$ cat src/rtl/systolic_pkg.sv
// Shared systolic-array constants and drain FSM state type.
package systolic_pkg;

  localparam int unsigned systolic_size_c = 4;
  localparam int unsigned acc_w_c         = 32;
  localparam int unsigned out_w_c         = 16;

  typedef enum logic [0:0] {
    IDLE,
    STREAM
  } drain_state_e;

endpackage

$ cat src/rtl/drain_sat.sv
// Reduces one signed ACC_W accumulator to OUT_W bits.
// DRAIN_SATURATE_EN selects clamping; otherwise the low bits are kept (wraps).
module drain_sat #(
  parameter int unsigned ACC_W = 32,
  parameter int unsigned OUT_W = 16
) (
  input  logic [ACC_W-1:0] acc_i,
  output logic [OUT_W-1:0] out_o
);

`ifdef DRAIN_SATURATE_EN
  // Value fits iff every bit from the OUT_W sign position upward matches.
  logic [ACC_W-OUT_W:0] w_hi;
  logic                 w_fits;

  assign w_hi   = acc_i[ACC_W-1:OUT_W-1];
  assign w_fits = (&w_hi) | (~|w_hi);

  always_comb begin
    out_o = acc_i[OUT_W-1:0];
    if (!w_fits) begin
      out_o = acc_i[ACC_W-1] ? {1'b1, {(OUT_W-1){1'b0}}} : {1'b0, {(OUT_W-1){1'b1}}};
    end
  end
`else
  assign out_o = acc_i[OUT_W-1:0];

  if (OUT_W < ACC_W) begin : g_hi
    logic w_unused_hi;
    assign w_unused_hi = ^acc_i[ACC_W-1:OUT_W];
  end
`endif

endmodule

$ cat src/rtl/mac_array_drain.sv
// Captures a full SIZE x SIZE accumulator matrix and streams it out one row per beat.
// Element reduction is controlled by DRAIN_SATURATE_EN (see drain_sat).
module mac_array_drain
  import systolic_pkg::*;
#(
  parameter int unsigned SIZE  = systolic_size_c,
  parameter int unsigned ACC_W = acc_w_c,
  parameter int unsigned OUT_W = out_w_c
) (
  input  logic                          clk,
  input  logic                          rst,
  input  logic                          acc_valid_i,
  input  logic [SIZE*SIZE*ACC_W-1:0]    acc_data_i,
  output logic                          acc_ready_o,
  output logic                          out_valid_o,
  input  logic                          out_ready_i,
  output logic [SIZE*OUT_W-1:0]         out_data_o,
  output logic [$clog2(SIZE)-1:0]       out_row_o,
  output logic                          out_last_o,
  output logic                          drop_o
);

  localparam int unsigned     RowW    = $clog2(SIZE);
  localparam logic [RowW-1:0] LastRow = RowW'(SIZE - 1);

  drain_state_e               r_state;
  logic [RowW-1:0]            r_row;
  logic [SIZE*SIZE*ACC_W-1:0] r_mat;
  logic                       r_drop;

  logic                  w_hs;
  logic                  w_capture;
  logic [SIZE*ACC_W-1:0] w_row_data;

  assign out_valid_o = (r_state == STREAM);
  assign out_last_o  = out_valid_o & (r_row == LastRow);
  assign out_row_o   = r_row;
  assign drop_o      = r_drop;

  assign w_hs        = out_valid_o & out_ready_i;
  // Ready during the final handshake lets a new matrix follow with no bubble.
  assign acc_ready_o = (r_state == IDLE) | (w_hs & out_last_o);
  assign w_capture   = acc_valid_i & acc_ready_o;

  assign w_row_data  = r_mat[r_row * (SIZE * ACC_W) +: SIZE * ACC_W];

  always_ff @(posedge clk or posedge rst) begin
    if (rst) begin
      r_state <= IDLE;
      r_row   <= '0;
      r_mat   <= '0;
      r_drop  <= 1'b0;
    end else begin
      r_drop <= acc_valid_i & ~acc_ready_o;
      if (w_capture) begin
        r_mat   <= acc_data_i;
        r_state <= STREAM;
        r_row   <= '0;
      end else if (w_hs) begin
        if (out_last_o) begin
          r_state <= IDLE;
          r_row   <= '0;
        end else begin
          r_row <= r_row + 1'b1;
        end
      end
    end
  end

  for (genvar c = 0; c < SIZE; c++) begin : g_sat
    drain_sat #(
      .ACC_W(ACC_W),
      .OUT_W(OUT_W)
    ) u_sat (
      .acc_i(w_row_data[c*ACC_W +: ACC_W]),
      .out_o(out_data_o[c*OUT_W +: OUT_W])
    );
  end

endmodule

$ cat config.mk
export PLATFORM = sky130hd
export DESIGN_NAME = mac_array_drain
export DESIGN_NICKNAME = d
export VERILOG_FILES = /design/src/rtl/systolic_pkg.sv /design/src/rtl/drain_sat.sv /design/src/rtl/mac_array_drain.sv
export SDC_FILE = /design/constraint.sdc
export NUM_CORES = 1
export LEC_CHECK = 0
export BUFFER_PORTS_ARGS = -buffer_cell sky130_fd_sc_hd__buf_2
export CAP_MARGIN = 20
export CELL_PAD_IN_SITES_DETAIL_PLACEMENT = 0
export CELL_PAD_IN_SITES_GLOBAL_PLACEMENT = 2
export CORE_MARGIN = 2
export CORE_UTILIZATION = 34
export CTS_BUF_LIST = sky130_fd_sc_hd__clkbuf_8 sky130_fd_sc_hd__clkbuf_16
export DETAILED_ROUTE_END_ITERATION = 8
export PLACE_DENSITY_LB_ADDON = 0.1
export SLEW_MARGIN = 20
export SYNTH_ARGS = -nofsm -noshare
export SYNTH_HDL_FRONTEND = slang
export SYNTH_HIERARCHICAL = 1
export SYNTH_SLANG_ARGS = --single-unit
export TNS_END_PERCENT = 30
$ cat constraint.sdc
create_clock -name clk -period 15.8 [get_ports clk]
set_clock_uncertainty 0.05 [all_clocks]
set_input_delay 1.58 -clock clk [delete_from_list [all_inputs] [get_ports clk]]
set_output_delay 1.58 -clock clk [all_outputs]
set_load 0.01 [all_outputs]
Word level (Yosys, flattened, before mapping)

Index checks and enable logic that the tools add are counted.

$add $sub $neg: 1
Equal/unequal tests: 1
Shift operators: 1
Muxes and demuxes: 6
Bitwise gates (word level): 8
Reduce and logical (&&, ||, !) cells: 3

Operator list:

| kind                                                           | number |
|---|---|
| 512-bit by 10-bit variable part select with 112-bit output     | 1 |
| 2-bit 2-to-1 mux                                               | 3 |
| 1-bit AND                                                      | 5 |
| 2-bit nonzero test                                             | 2 |
| 1-bit 2-to-1 mux                                               | 3 |
| 2-bit by 1-bit adder with 2-bit output (second input constant) | 1 |
| 2-bit equality test (second input constant)                    | 1 |
| 1-bit NOT                                                      | 2 |
| 2-bit AND reduction                                            | 1 |
| 1-bit OR                                                       | 1 |

Register bits: 516
Bits of input ports: 516

Longest topological paths before layout

Word-level depth: 7
Mapped depth: 6

By module

The synthesis kept the hierarchy.

Modules (own cells, without submodules):

| module          | instances | cells each | area an instance (um^2) |
|---|---|---|---|
| mac_array_drain | 1         | 2,453      | 29,569.6 |
| drain_sat       | 4         | 16         | 120.1 |

Least setup slack after synthesis

Ideal clock, no wire load.

Path type: input-to-output
Start point: input port out_ready_i
End point: output port acc_ready_o
Arrival: 2.222 ns
Required time: 14.170 ns
Setup slack: 11.948 ns
Cell stages on the path: 4
Path through: a21boi_1 buf_2 buf_2 inv_2

Cells in the longest elaborated chain, start to end: 3

Ends and longest elaborated chain:

| item        | RTL line              | text |
|---|---|---|
| from (decl) | mac_array_drain.sv:16 | `input logic out_ready_i,` |
| 1-bit AND   | mac_array_drain.sv:40 | `assign w_hs = out_valid_o & out_ready_i;` |
| 1-bit AND   | mac_array_drain.sv:42 | `assign acc_ready_o = (r_state == IDLE) \| (w_hs & out_last_o);` |
| 1-bit OR    | mac_array_drain.sv:42 |  |
| to (decl)   | mac_array_drain.sv:14 | `output logic acc_ready_o,` |

No other way between the ends.

Worst setup path after layout

Start point: input port acc_valid_i
End point: register r_mat[298]

Cells in the longest elaborated chain, start to end: 1

Ends and longest elaborated chain:

| item                 | RTL line              | text |
|---|---|---|
| from (decl)          | mac_array_drain.sv:12 | `input logic acc_valid_i,` |
| 1-bit AND            | mac_array_drain.sv:43 | `assign w_capture = acc_valid_i & acc_ready_o;` |
| to (signal assigned) | mac_array_drain.sv:56 | `r_mat <= acc_data_i;` |
| to (decl)            | mac_array_drain.sv:28 | `logic [SIZE*SIZE*ACC_W-1:0] r_mat;` |

No other way between the ends.
A chain may end at the register's enable or synchronous reset.

==> impl_metrics.py <==
metrics = {
    "synthesis": {
        "avgSynthCellArea_um2": 11.5,
        "syn_nets": 1896,
        "synthCells": 1379,
        "synth_area_mm2": 0.0159,
        "ys_warn_count": 6,
    },
    "cts": {
        "numCtsBuffers": 36,
        "clk_pin_slew_worst_paths_ns": 0.05,
        "postCtsHoldBufs": 0,
        "cts_resized": 0,
        "htree_levels": 2,
        "clk_latency_ns": 0.54,
        "clock-root-buffer": "clkbuf_16",
        "cts_tree": "built",
        "post_cts_buffers": 0,
        "cts_sinks": 260,
        "clock_tree.buffer_depth": 3,
    },
    "global_route": {
        "grt_pass1_vias": 10900,
        "grt_overflow": 0,
        "antenna_found_initial": 26,
        "gr-usage-all-layers": 0.188,
        "grt_pass1_wl_mm": 68.9,
        "grt_max_degree": 144,
    },
    "cells_and_area": {
        "fin_nets": 2012,
        "drive_above_1_share": 0.469,
        "syn_to_final_growth_pct": 12.5,
    },
    "timing": {
        "finalHoldViolCount": 0,
        "timing.final.crit_share": 0.319,
        "setup_viol": 0,
        "slew_viol_final": 0,
        "slew_headroom": 0.246,
        "finalSetupTns_ns": 0,
        "rsz0062_at_grt": "no",
        "period_minus_slack_ns": 5.04,
        "worst_pin_slew_ns": 1.13,
        "setup_ws_ns": 10.76,
        "fmax_mhz": 199,
    },
    "power": {
        "p_int_mw": 2.42,
        "seq_power_share": 0.327,
        "p_sw_mw": 1.26,
        "p_comb_frac": 0.447,
        "leakagePower_nw": 8.36,
        "ir_drop_v": 0.0000886,
        "switching_share": 0.342,
        "power.density_mw_per_mm2": 205,
        "clkPwrFrac": 0.226,
    },
    "setup_path": {
        "cp_num_buf_inv": 4,
        "worstReg2RegEnd": "r_mat[34]",
        "crit_fanout": 143,
        "critical-path-max-stage-delay_ns": 0.97,
        "crit_type": "input pin to register",
        "crit_family": "buffers and inverters",
        "reg2reg_from": "out_row_o[0]",
        "worst_r2r_path_depth": 6,
        "path_common_cell": "buf_4",
        "crit_path_start_kind": "input pin",
        "worstSetupEndpointType": "register",
        "reg2reg_slack_ns": 11.49,
        "arrival_ns": 5.35,
        "path_cells": "clkbuf_8, nor2b_4, buf_12, buf_4, buf_4, o32ai_2",
        "required_ns": 16.11,
        "crit_slowest_cell": "buf_4",
    },
    "die": {
        "chipHeight_um": 220,
        "rows": 79,
        "start_util": 0.343,
        "ioPinCount": 586,
        "die_area_mm2": 0.0485,
        "coreArea_mm2": 0.0464,
        "die_x_um": 220,
    },
    "route": {
        "vias": 10500,
        "antenna_left": 0,
        "vias_per_cell": 4.89,
        "drc": 0,
        "drt_iter0_drc": 551,
        "avgRoutedWirePerCell_um": 21.4,
        "wirelength_mm": 45.9,
        "detail_route.first_pass.iterations": 4,
    },
    "placed_design": {
        "port_buffers": 329,
        "dp_hpwl_mm": 28.2,
        "pre_cts_ws_ns": 10.12,
        "routabilityCongestion": 0.735,
    },
    "min_path": {
        "min_path_cells": 2,
        "hp-class": "register to register",
        "min_from": "r_mat[207]",
        "hold-path-endpoint": "r_mat[207]",
    },
    "flow_run": {
        "max-cap-violations": 0,
    },
    "outcome": {
        "status": "finished clean",
    },
}
-- power groups by stage --
stage                     combinational, mW  sequential (mW)  clock [mW]
after floorplan                        1.59             1.12           0
after global placement                 1.66             1.21           0
after detailed placement               1.67             1.22           0
after CTS                              1.67             1.21       0.861
after global routing                   1.79             1.25       0.885
final                                  1.64             1.20       0.830
-- cells in the final DEF (no fill, tap or decap), drive strengths merged, types with 2 or more instances in the layout --
cell	instances
and2	2
and3	2
buf	348
bufinv	4
clkbuf	45
clkinv	3
dfrtp	260
diode	14
inv	269
mux4	64
nand2	258
o32ai	256
-- stage by stage --
step / cell area, µm² / power (mW) / utilization / instances / hold slack, ns
finish: 17900 / 3.67 / 0.386 / 2140 / 0.497
global route: 17900 / 3.92 / 0.385 / 2127 / 0.517
CTS: 17800 / 3.74 / 0.385 / 2125 / 0.499
detailed placement: 16600 / 2.89 / 0.359 / 2063 / 0.490
global placement: 16600 / 2.87 / 0.359 / 2063 / 0.482
floorplan: 15900 / 2.71 / - / 1379 / 0.465
-- registers in the layout, summed over array words and instances (netlist names) --
name / flops
drop_o: 1
out_row_o: 2
out_valid_o: 1
r_mat: 256
-- worst min-delay path: stages, from the launching register on --
cell and delay (ns):
dfrtp_1 0.37, inv_1 0.05, o32ai_1 0.08
-- worst max path at each step --
stage                            from         end  slack (ns)  cells after the start
after floorplan                   rst      drop_o        7.01                      1
after global placement    acc_valid_i  r_mat[456]       10.12                      6
after detailed placement  acc_valid_i  r_mat[195]       10.12                      6
after CTS                 acc_valid_i  r_mat[298]       10.70                      6
after global routing      acc_valid_i  r_mat[298]       10.55                      6
final                     acc_valid_i  r_mat[298]       10.76                      6
-- routing by layer --
layer	track usage	wire length [µm]	vias to the layer above
li1	-	-	4893
met1	0.270	21800	5181
met2	0.262	19100	256
met3	0.0741	4000	90
met4	0.0443	845	34
met5	0	196	-
-- area by class of cell --
| cell class | count | area, µm² |
|---|---|---|
| clock inverters | 18 | 176 |
| flip-flops and latches | 260 | 6510 |
| fillers | 4654 | 28500 |
| diodes | 14 | 35.0 |
| multi-input cells | 590 | 6570 |
| inverters | 258 | 976 |
| well taps | 607 | 759 |
| repair buffers | 349 | 1840 |
| clock buffers | 44 | 1020 |
No activity file was read; power rests on OpenSTA's default activity.
